==> src/rtl/uart_pkg.sv <==
// Shared UART definitions for the receiver and the transmitter.
//   uart_state_e : receiver FSM state encoding
//   DefaultSize, DefaultOversample : default frame width and clocks per bit
//   StartBitVal, StopBitVal, IdleLineVal : serial line levels of the frame format
package uart_pkg;

  parameter int unsigned DefaultSize       = 32;
  parameter int unsigned DefaultOversample = 16;

  parameter logic StartBitVal = 1'b0;
  parameter logic StopBitVal  = 1'b1;
  parameter logic IdleLineVal = 1'b1;

  typedef enum logic [2:0] {
    StIdle,
    StStart,
    StData,
    StParity,
    StStop,
    StBreak
  } uart_state_e;

endpackage

==> src/rtl/uart_rx_if.sv <==
// Receiver-side bundle: serial line in, received word and status out.
//   ReceivedSerialData : asynchronous serial line, idle high
//   DataOut            : last received data word (SIZE bits)
//   DataValid          : one-cycle pulse per completed frame
//   ParityErr/FrameErr : error flags of the last frame
//   BusyRx             : receiver is inside a frame or a break
// master : the receiver; slave : the line driver / data consumer.
interface uart_rx_if #(
  parameter int unsigned SIZE = uart_pkg::DefaultSize
);
  logic            ReceivedSerialData;
  logic [SIZE-1:0] DataOut;
  logic            DataValid;
  logic            ParityErr;
  logic            FrameErr;
  logic            BusyRx;

  modport master (
    input  ReceivedSerialData,
    output DataOut,
    output DataValid,
    output ParityErr,
    output FrameErr,
    output BusyRx
  );

  modport slave (
    output ReceivedSerialData,
    input  DataOut,
    input  DataValid,
    input  ParityErr,
    input  FrameErr,
    input  BusyRx
  );
endinterface

==> src/rtl/uart_sync2.sv <==
// Two-flop synchronizer for the asynchronous serial line.
//   clk_i : sampling clock
//   rst_i : synchronous active-high reset; both flops go to the idle line level
//   d_i   : asynchronous input
//   q_o   : synchronized output
module uart_sync2
  import uart_pkg::*;
(
  input  logic clk_i,
  input  logic rst_i,
  input  logic d_i,
  output logic q_o
);
  logic s1_q, s2_q;

  always_ff @(posedge clk_i) begin
    if (rst_i) begin
      s1_q <= IdleLineVal;
      s2_q <= IdleLineVal;
    end else begin
      s1_q <= d_i;
      s2_q <= s1_q;
    end
  end

  assign q_o = s2_q;
endmodule

==> src/rtl/uart_rx.sv <==
// Oversampling UART receiver: start, SIZE data bits LSB first, even parity, stop.
//   CLK_Baudin : clock at OVERSAMPLE x bit rate
//   RstRx      : synchronous active-high reset
//   bus        : uart_rx_if master (serial line in, data word and status out)
// DataValid pulses one cycle after the stop-bit midpoint sample, regardless of errors.
module uart_rx
  import uart_pkg::*;
#(
  parameter int unsigned SIZE       = DefaultSize,
  parameter int unsigned OVERSAMPLE = DefaultOversample
) (
  input logic       CLK_Baudin,
  input logic       RstRx,
  uart_rx_if.master bus
);
  localparam int unsigned CntW = $clog2(OVERSAMPLE);
  localparam int unsigned BitW = $clog2(SIZE + 1);
  localparam logic [CntW-1:0] HalfLast = CntW'(OVERSAMPLE / 2 - 1);
  localparam logic [CntW-1:0] FullLast = CntW'(OVERSAMPLE - 1);
  localparam logic [BitW-1:0] LastBit  = BitW'(SIZE - 1);

  logic line;

  uart_sync2 u_sync2 (
    .clk_i (CLK_Baudin),
    .rst_i (RstRx),
    .d_i   (bus.ReceivedSerialData),
    .q_o   (line)
  );

  uart_state_e     state_q, state_d;
  logic [CntW-1:0] cnt_q, cnt_d;
  logic [BitW-1:0] bit_cnt_q, bit_cnt_d;
  logic [SIZE-1:0] shift_q, shift_d;
  logic            parity_q, parity_d;
  logic            stop_q, stop_d;
  logic            done_q, done_d;
  logic [SIZE-1:0] data_q;
  logic            valid_q, perr_q, ferr_q;

  logic mid_tick, bit_tick, busy;

  // State register
  always_ff @(posedge CLK_Baudin) begin
    if (RstRx) state_q <= StIdle;
    else       state_q <= state_d;
  end

  // Next-state logic
  always_comb begin
    state_d = state_q;
    unique case (state_q)
      StIdle:   if (line == StartBitVal) state_d = StStart;
      StStart:  if (mid_tick) state_d = (line == StartBitVal) ? StData : StIdle;
      StData:   if (bit_tick && bit_cnt_q == LastBit) state_d = StParity;
      StParity: if (bit_tick) state_d = StStop;
      StStop:   if (bit_tick) state_d = (line == StopBitVal) ? StIdle : StBreak;
      StBreak:  if (line == IdleLineVal) state_d = StIdle;
      default:  state_d = StIdle;
    endcase
  end

  // Output decode: sample strobes and busy flag
  always_comb begin
    mid_tick = (state_q == StStart) && (cnt_q == HalfLast);
    bit_tick = (state_q inside {StData, StParity, StStop}) && (cnt_q == FullLast);
    busy     = (state_q != StIdle);
  end

  // Datapath next-state
  always_comb begin
    cnt_d     = cnt_q + CntW'(1);
    bit_cnt_d = bit_cnt_q;
    shift_d   = shift_q;
    parity_d  = parity_q;
    stop_d    = stop_q;
    done_d    = 1'b0;
    // Counter restarts at every sample point so it never wraps inside a bit.
    if (state_q inside {StIdle, StBreak} || mid_tick || bit_tick) cnt_d = '0;
    if (state_q != StData) bit_cnt_d = '0;
    else if (bit_tick)     bit_cnt_d = bit_cnt_q + BitW'(1);
    if (bit_tick) begin
      unique case (state_q)
        StData:   shift_d = SIZE'({line, shift_q} >> 1);
        StParity: parity_d = line;
        StStop: begin
          stop_d = line;
          done_d = 1'b1;
        end
        default: ;
      endcase
    end
  end

  always_ff @(posedge CLK_Baudin) begin
    if (RstRx) begin
      cnt_q     <= '0;
      bit_cnt_q <= '0;
      shift_q   <= '0;
      parity_q  <= 1'b0;
      stop_q    <= 1'b0;
      done_q    <= 1'b0;
    end else begin
      cnt_q     <= cnt_d;
      bit_cnt_q <= bit_cnt_d;
      shift_q   <= shift_d;
      parity_q  <= parity_d;
      stop_q    <= stop_d;
      done_q    <= done_d;
    end
  end

  // Results are published one cycle after the stop sample and held until the next frame.
  always_ff @(posedge CLK_Baudin) begin
    if (RstRx) begin
      data_q  <= '0;
      valid_q <= 1'b0;
      perr_q  <= 1'b0;
      ferr_q  <= 1'b0;
    end else begin
      valid_q <= done_q;
      if (done_q) begin
        data_q <= shift_q;
        perr_q <= parity_q ^ (^shift_q);
        ferr_q <= ~stop_q;
      end
    end
  end

  assign bus.DataOut   = data_q;
  assign bus.DataValid = valid_q;
  assign bus.ParityErr = perr_q;
  assign bus.FrameErr  = ferr_q;
  assign bus.BusyRx    = busy;
endmodule
==> src/flat_wrapper.sv <==
// flat-port wrapper written by rule: the top's interface ports become plain ports
module uart_rx_flat import uart_pkg::*;
#(
  parameter int unsigned SIZE       = DefaultSize,
  parameter int unsigned OVERSAMPLE = DefaultOversample
)
  (CLK_Baudin, RstRx, bus_ReceivedSerialData, bus_DataOut, bus_DataValid, bus_ParityErr, bus_FrameErr, bus_BusyRx);
  uart_rx_if #(.SIZE(SIZE)) bus_i ();
  input logic CLK_Baudin;
  input logic RstRx;
  input wire logic [$bits(bus_i.ReceivedSerialData)-1:0] bus_ReceivedSerialData;
  output wire logic [$bits(bus_i.DataOut)-1:0] bus_DataOut;
  output wire logic [$bits(bus_i.DataValid)-1:0] bus_DataValid;
  output wire logic [$bits(bus_i.ParityErr)-1:0] bus_ParityErr;
  output wire logic [$bits(bus_i.FrameErr)-1:0] bus_FrameErr;
  output wire logic [$bits(bus_i.BusyRx)-1:0] bus_BusyRx;
  assign bus_i.ReceivedSerialData = bus_ReceivedSerialData;
  assign bus_DataOut = bus_i.DataOut;
  assign bus_DataValid = bus_i.DataValid;
  assign bus_ParityErr = bus_i.ParityErr;
  assign bus_FrameErr = bus_i.FrameErr;
  assign bus_BusyRx = bus_i.BusyRx;
  uart_rx #(.SIZE(SIZE), .OVERSAMPLE(OVERSAMPLE)) u_core (.CLK_Baudin(CLK_Baudin), .RstRx(RstRx), .bus(bus_i));
endmodule
==> config.mk <==
export PLATFORM = sky130hd
export DESIGN_NAME = uart_rx_flat
export DESIGN_NICKNAME = d
export VERILOG_FILES = /design/src/rtl/uart_pkg.sv /design/src/rtl/uart_rx_if.sv /design/src/rtl/uart_sync2.sv /design/src/rtl/uart_rx.sv /design/src/flat_wrapper.sv
export SDC_FILE = /design/constraint.sdc
export NUM_CORES = 1
export LEC_CHECK = 0
export BUFFER_PORTS_ARGS = -buffer_cell sky130_fd_sc_hd__buf_2
export CAP_MARGIN = 10
export CORE_ASPECT_RATIO = 2
export CORE_MARGIN = 2
export CORE_UTILIZATION = 35
export CTS_BUF_LIST = sky130_fd_sc_hd__clkbuf_4 sky130_fd_sc_hd__clkbuf_8
export DETAILED_ROUTE_END_ITERATION = 7
export GPL_ROUTABILITY_DRIVEN = 0
export GPL_TIMING_DRIVEN = 0
export HOLD_SLACK_MARGIN = 0.15
export PLACE_DENSITY_LB_ADDON = 0.08
export SLEW_MARGIN = 40
export SYNTH_ARGS = -nofsm -noshare
export SYNTH_HDL_FRONTEND = slang
export SYNTH_SLANG_ARGS = --single-unit
==> constraint.sdc <==
create_clock -name CLK_Baudin -period 2.6 [get_ports CLK_Baudin]
set_clock_uncertainty 0.2 [all_clocks]
set_input_delay 0.13 -clock CLK_Baudin [delete_from_list [all_inputs] [get_ports CLK_Baudin]]
set_output_delay 0.13 -clock CLK_Baudin [all_outputs]
set_load 0.02 [all_outputs]
# Word-level counts from Yosys, hierarchy flattened
# Index checks and enable logic that the tools add are counted.
[word_totals] elab_cells=60 register_bits=85 input_bits=3 romBits=0 out_inout_bits=36 mem_bits_rw=0 mem_count=0 latch_bits=0
[classes] div=0 eq_ne=15 reduce_logical=17 n_lt_le_gt_ge=0 n_bitwise=3 muxes=10 shifts=0 mul=0 addsub=2
[ops] operator="$reduce_xor A32 Y1" n=1
[ops] operator="$mux W3" n=7
[ops] operator="$pmux W3 S6" n=1
[ops] operator="$ne A2 B1 Y1 const B" n=4
[ops] operator="$add A6 B1 Y6 const B" n=1
[ops] operator="$eq A3 B2 Y1 const B" n=2
[ops] operator="$eq A3 B3 Y1 const B" n=2
[ops] operator="$eq A6 B5 Y1 const B" n=1
[ops] operator="$reduce_and A2 Y1" n=3
[ops] operator="$reduce_and A6 Y1" n=1
[ops] operator="$reduce_bool A3 Y1" n=2
[ops] operator="$reduce_or A2 Y1" n=3
[ops] operator="$add A4 B1 Y4 const B" n=1
[ops] operator="$eq A4 B3 Y1 const B" n=1
[ops] operator="$eq A4 B4 Y1 const B" n=1
[ops] operator="$ne A2 B2 Y1 const B" n=2
[ops] operator="$eq A3 B1 Y1 const B" n=1
[ops] operator="$logic_and A1 B1 Y1" n=3
[ops] operator="$logic_not A3 Y1" n=1
[ops] operator="$ne A3 B2 Y1 const B" n=1
[ops] operator="$logic_or A1 B1 Y1" n=2
[ops] operator="$mux W2" n=1
[ops] operator="$not A1 Y1" n=2
[ops] operator="$reduce_bool A2 Y1" n=1
[ops] operator="2 further kinds" n=2

# Depth between registers and ports, before layout
[depth] depth_word=6 mapped_depth=7 ltp_nobuf=7

# Hierarchy
# A second synthesis with hierarchy kept.
[hier_totals] cells_unflattened=375 hier_area_um2=3405.8
[by_module_without_submodules] module="uart_rx" area_each_um2=3353.2 cells_per_inst=371 n_inst=1
[by_module_without_submodules] module="uart_sync2" area_each_um2=52.6 cells_per_inst=4 n_inst=1

# Least setup slack after synthesis
# OpenSTA, ideal clock, no wires.
[synth_timing] path_kind="register -> register" start="register u_core.state_q[0]" end="register u_core.bit_cnt_q[5]" arrival_ns=1.633 setup_time_ns=0.070 path_stages_with_launch=7 path_slack_ns=0.697 path_buffers=1 synth_period_minus_slack_ns=1.903 path_cell_list="dfxtp_1 buf_6 or3b_4 a21oi_4 nand4_2 or3_1 a21oi_1"
[synth_between] elab_chain_len=3
[synth_lines] item="from (decl)" line_no="uart_rx.sv:31" text="uart_state_e state_q, state_d;"
[synth_lines] item="from (signal assigned)" line_no="uart_rx.sv:45" text="if (RstRx) state_q <= StIdle;"
[synth_lines] item="from (signal assigned)" line_no="uart_rx.sv:46" text="else state_q <= state_d;"
[synth_lines] item="$eq A3 B2 Y1 or $eq A3 B3 Y1 (tied branches)" line_no="uart_rx.sv:66" text="bit_tick = (state_q inside {StData, StParity, StStop}) && (cnt_q == FullLast);"
[synth_lines] item="$reduce_bool A3 Y1" line_no="uart_rx.sv:66"
[synth_lines] item="$logic_and A1 B1 Y1" line_no="uart_rx.sv:66"
[synth_lines] item="to (signal assigned)" line_no="uart_rx.sv:105" text="bit_cnt_q <= bit_cnt_d;"
[synth_lines] item="to (decl)" line_no="uart_rx.sv:33" text="logic [BitW-1:0] bit_cnt_q, bit_cnt_d;"
# Parallel ways exist; a longest one is shown, timed or not.
# A chain may end at the register's enable or synchronous reset.

# Worst setup path in the final report
[layout_timing] start="register u_core.state_q[1]" end="register u_core.shift_q[30]"
[layout_between] elab_chain_len=4
[layout_lines] item="$eq A3 B2 Y1, or another cell as far along" line_no="uart_rx.sv:66, uart_rx.sv:83"
[layout_lines] item="$reduce_bool A3 Y1" line_no="uart_rx.sv:66"
[layout_lines] item="$logic_and A1 B1 Y1" line_no="uart_rx.sv:66"
[layout_lines] item="$reduce_and A2 Y1 (no line) (*)"
[layout_lines] item="to (signal assigned)" line_no="uart_rx.sv:106" text="shift_q <= shift_d;"
[layout_lines] item="to (decl)" line_no="uart_rx.sv:34" text="logic [SIZE-1:0] shift_q, shift_d;"
# Mark *: on every way between the ends. The rest lies on a longest branch, timed or not.

==> flow_metrics.tcl <==
set metrics [dict create \
    outcome "complete, no violations" \
    regArea_um2 1700 \
    diodes 0 \
    synth_edf_count 0 \
    start_util_pct 35.7 \
    setup_viol 0 \
    final_nets 435 \
    cts_max_level 3 \
    drive_above_1_share_pct 14.7 \
    cp.arrival_ps 2310 \
    maxSlewHeadroom_pct 49.5 \
    pin_count 39 \
    hold_viol 0 \
    synth_common_cells "85 x dfxtp_1, 70 x nand2_1, 45 x nor2_1" \
    clkTransAtPathRegs_ps 80 \
    cap_viol_max_count 0 \
    hp-start "u_core.u_sync2.s1_q" \
    vias 2619 \
    avgSynthCellArea_um2 9.04 \
    hpwl_um 5400 \
    p_total_mw 2.45 \
    ctsRootBufferMaster "clkbuf_8" \
    clock_sinks 85 \
    numCtsBuffers 9 \
    fp.dieH_um 144 \
    die_area_um2 10700 \
    grt_use_total_pct 15.3 \
    power_density_nw_per_um2 609 \
    synth_nets 385 \
    drv_slew 0 \
    min_period_over_period_pct 87.9 \
    antenna_found_initial 0 \
    post_drt_wl_per_cell_um 13.2 \
    synth.cell_area_um2 3440 \
    end_kind "register" \
    worstSetupStartpointType "register" \
    timing.rr.start "u_core.state_q[1]" \
    async_reset_ff_share_pct 0 \
    dr.pass1.iters 6 \
    ys_seq_elements 85 \
    worstPathRequired_ps 2630 \
    insertion_delay_ps 360 \
    ys.flop_type "dfxtp_1" \
    worstHoldPathType "register to register" \
    finalCriticalPeriod_ps 2280 \
    fill_cells 1016 \
    viasPerCell 4.62 \
    gr-total-overflow 0 \
    critical_path_class "register to register" \
    drc 0 \
    yosys.area.top_type_share_pct 49.5 \
    yosys.area.top_type "dfxtp_1" \
    grt_max_degree 15 \
    wl_um 7500 \
    grt_pass1_wl_um 12300 \
    dp.cells 549 \
    p_leak_nw 1.47 \
    yosysSeqAreaShare_pct 49.5 \
    fmax_mhz 438 \
    place_ws_ps 353 \
    final_cells 567 \
    fin_ws_ps 316 \
    worst_pin_slew_ps 758 \
    rsz0062_at_grt "false" \
    synthTopCellsByArea "dfxtp_1 50%, mux2i_1 10%, nand2_1 7.6%" \
    cp_max_fo 10 \
    io_buffers 37 \
    fp.coreArea_um2 9640 \
    ys_types 33 \
    final_core_util_pct 41.8 \
    multi_input_area_um2 1620 \
    fp-row-count 51 \
    final.setup.tns_ps 0 \
    ant_nets 0 \
    grt_pass1_vias 2547 \
    tritoncts "built" \
    ir_worst_vdd_v 0.000361 \
    drt-initial-drc-count 95 \
    area_growth_pct 17.3 \
    die_w_um 74.1 \
    ys_warn_count 0 \
    syn_inst 380 \
    cts.path.max_buffers 2 \
    startpoint "u_core.state_q[1]" \
    synth_most_common_cell "dfxtp_1" \
]
==> path summary, 6_finish.rpt <==
| kind | cells after the start | slack (ps) | end |
|---|---|---|---|
| max | 7 | 320 | u_core.shift_q[30] |
| max reg2reg | 7 | 320 | u_core.shift_q[30] |
| min | 1 | 220 | u_core.u_sync2.q_o |
| min reg2reg | 1 | 220 | u_core.u_sync2.q_o |
==> critical path, cell delays in order, from the launching register on <==
cell      delay, ps
dfxtp_1         340
clkbuf_1        330
nand2b_1        230
or3_1           380
clkbuf_1        160
clkbuf_1        290
nand2_1         140
a21oi_1          70
==> through the flow <==
step                hold slack, ps  area, um^2
floorplan                     33.8        3440
global route                   226        4030
global placement               139        3790
detailed placement             141        3790
CTS                            218        4030
finish                         216        4030
==> power by group <==
group | leakage (nW) | internal (mW) | switching [mW] | total, mW
clock | 0.112 | 0.565 | 0.480 | 1.05
sequential | 0.685 | 1.31 | 0.00438 | 1.31
combinational | 0.671 | 0.0339 | 0.0614 | 0.0952
==> final cells by class <==
cell class | count | area share [%]
Tap cell | 132 | 4.10
Clock buffer | 10 | 3.42
Sequential cell | 85 | 42.2
Timing Repair Buffer | 39 | 5.09
Multi-Input combinational cell | 269 | 40.3
Clock inverter | 6 | 2.14
Inverter | 1 | 0.0931
Buffer | 25 | 2.64
==> per-layer routing <==
layer	up-vias	GRT usage, %	part of all wire, %
met5	-	0	0
met4	0	8.04	2.7
met3	13	3.00	2.5
met2	37	27.6	54
met1	1225	16.2	40
li1	1344	-	-
==> cell families after synthesis <==
group | synth area share (%)
fa+ha+maj | 0.728
buf+inv | 3.20
compound gates | 7.98
mux | 10.2
simple gates | 18.5
xor+xnor | 9.83
flops | 49.5
==> flip-flops by register name, summed over array words and instances, names as in the netlist, 3 cells and up <==
name	flops
u_core.shift_q	32
u_core.cnt_q	4
u_core.bus.DataOut	32
u_core.state_q	3
u_core.bit_cnt_q	6
==> cell usage in the layout (no fill, tap or decap), types with 5 or more instances in the layout <==
cell	instances
nor2_1	45
nand2_1	70
xor2_1	9
a21oi_1	37
dfxtp_1	85
nand2b_1	5
clkbuf_8	10
xnor2_1	27
nor3_1	5
buf_2	41
clkbuf_1	18
o21ai_0	5
mux2i_1	35
==> timing repair <==
item	CTS	global route
gates resized for setup	0	0
hold buffers	2	0
hold endpoints to repair	3	0
buffers inserted	0	0
(Power assumes the default switching activity.)
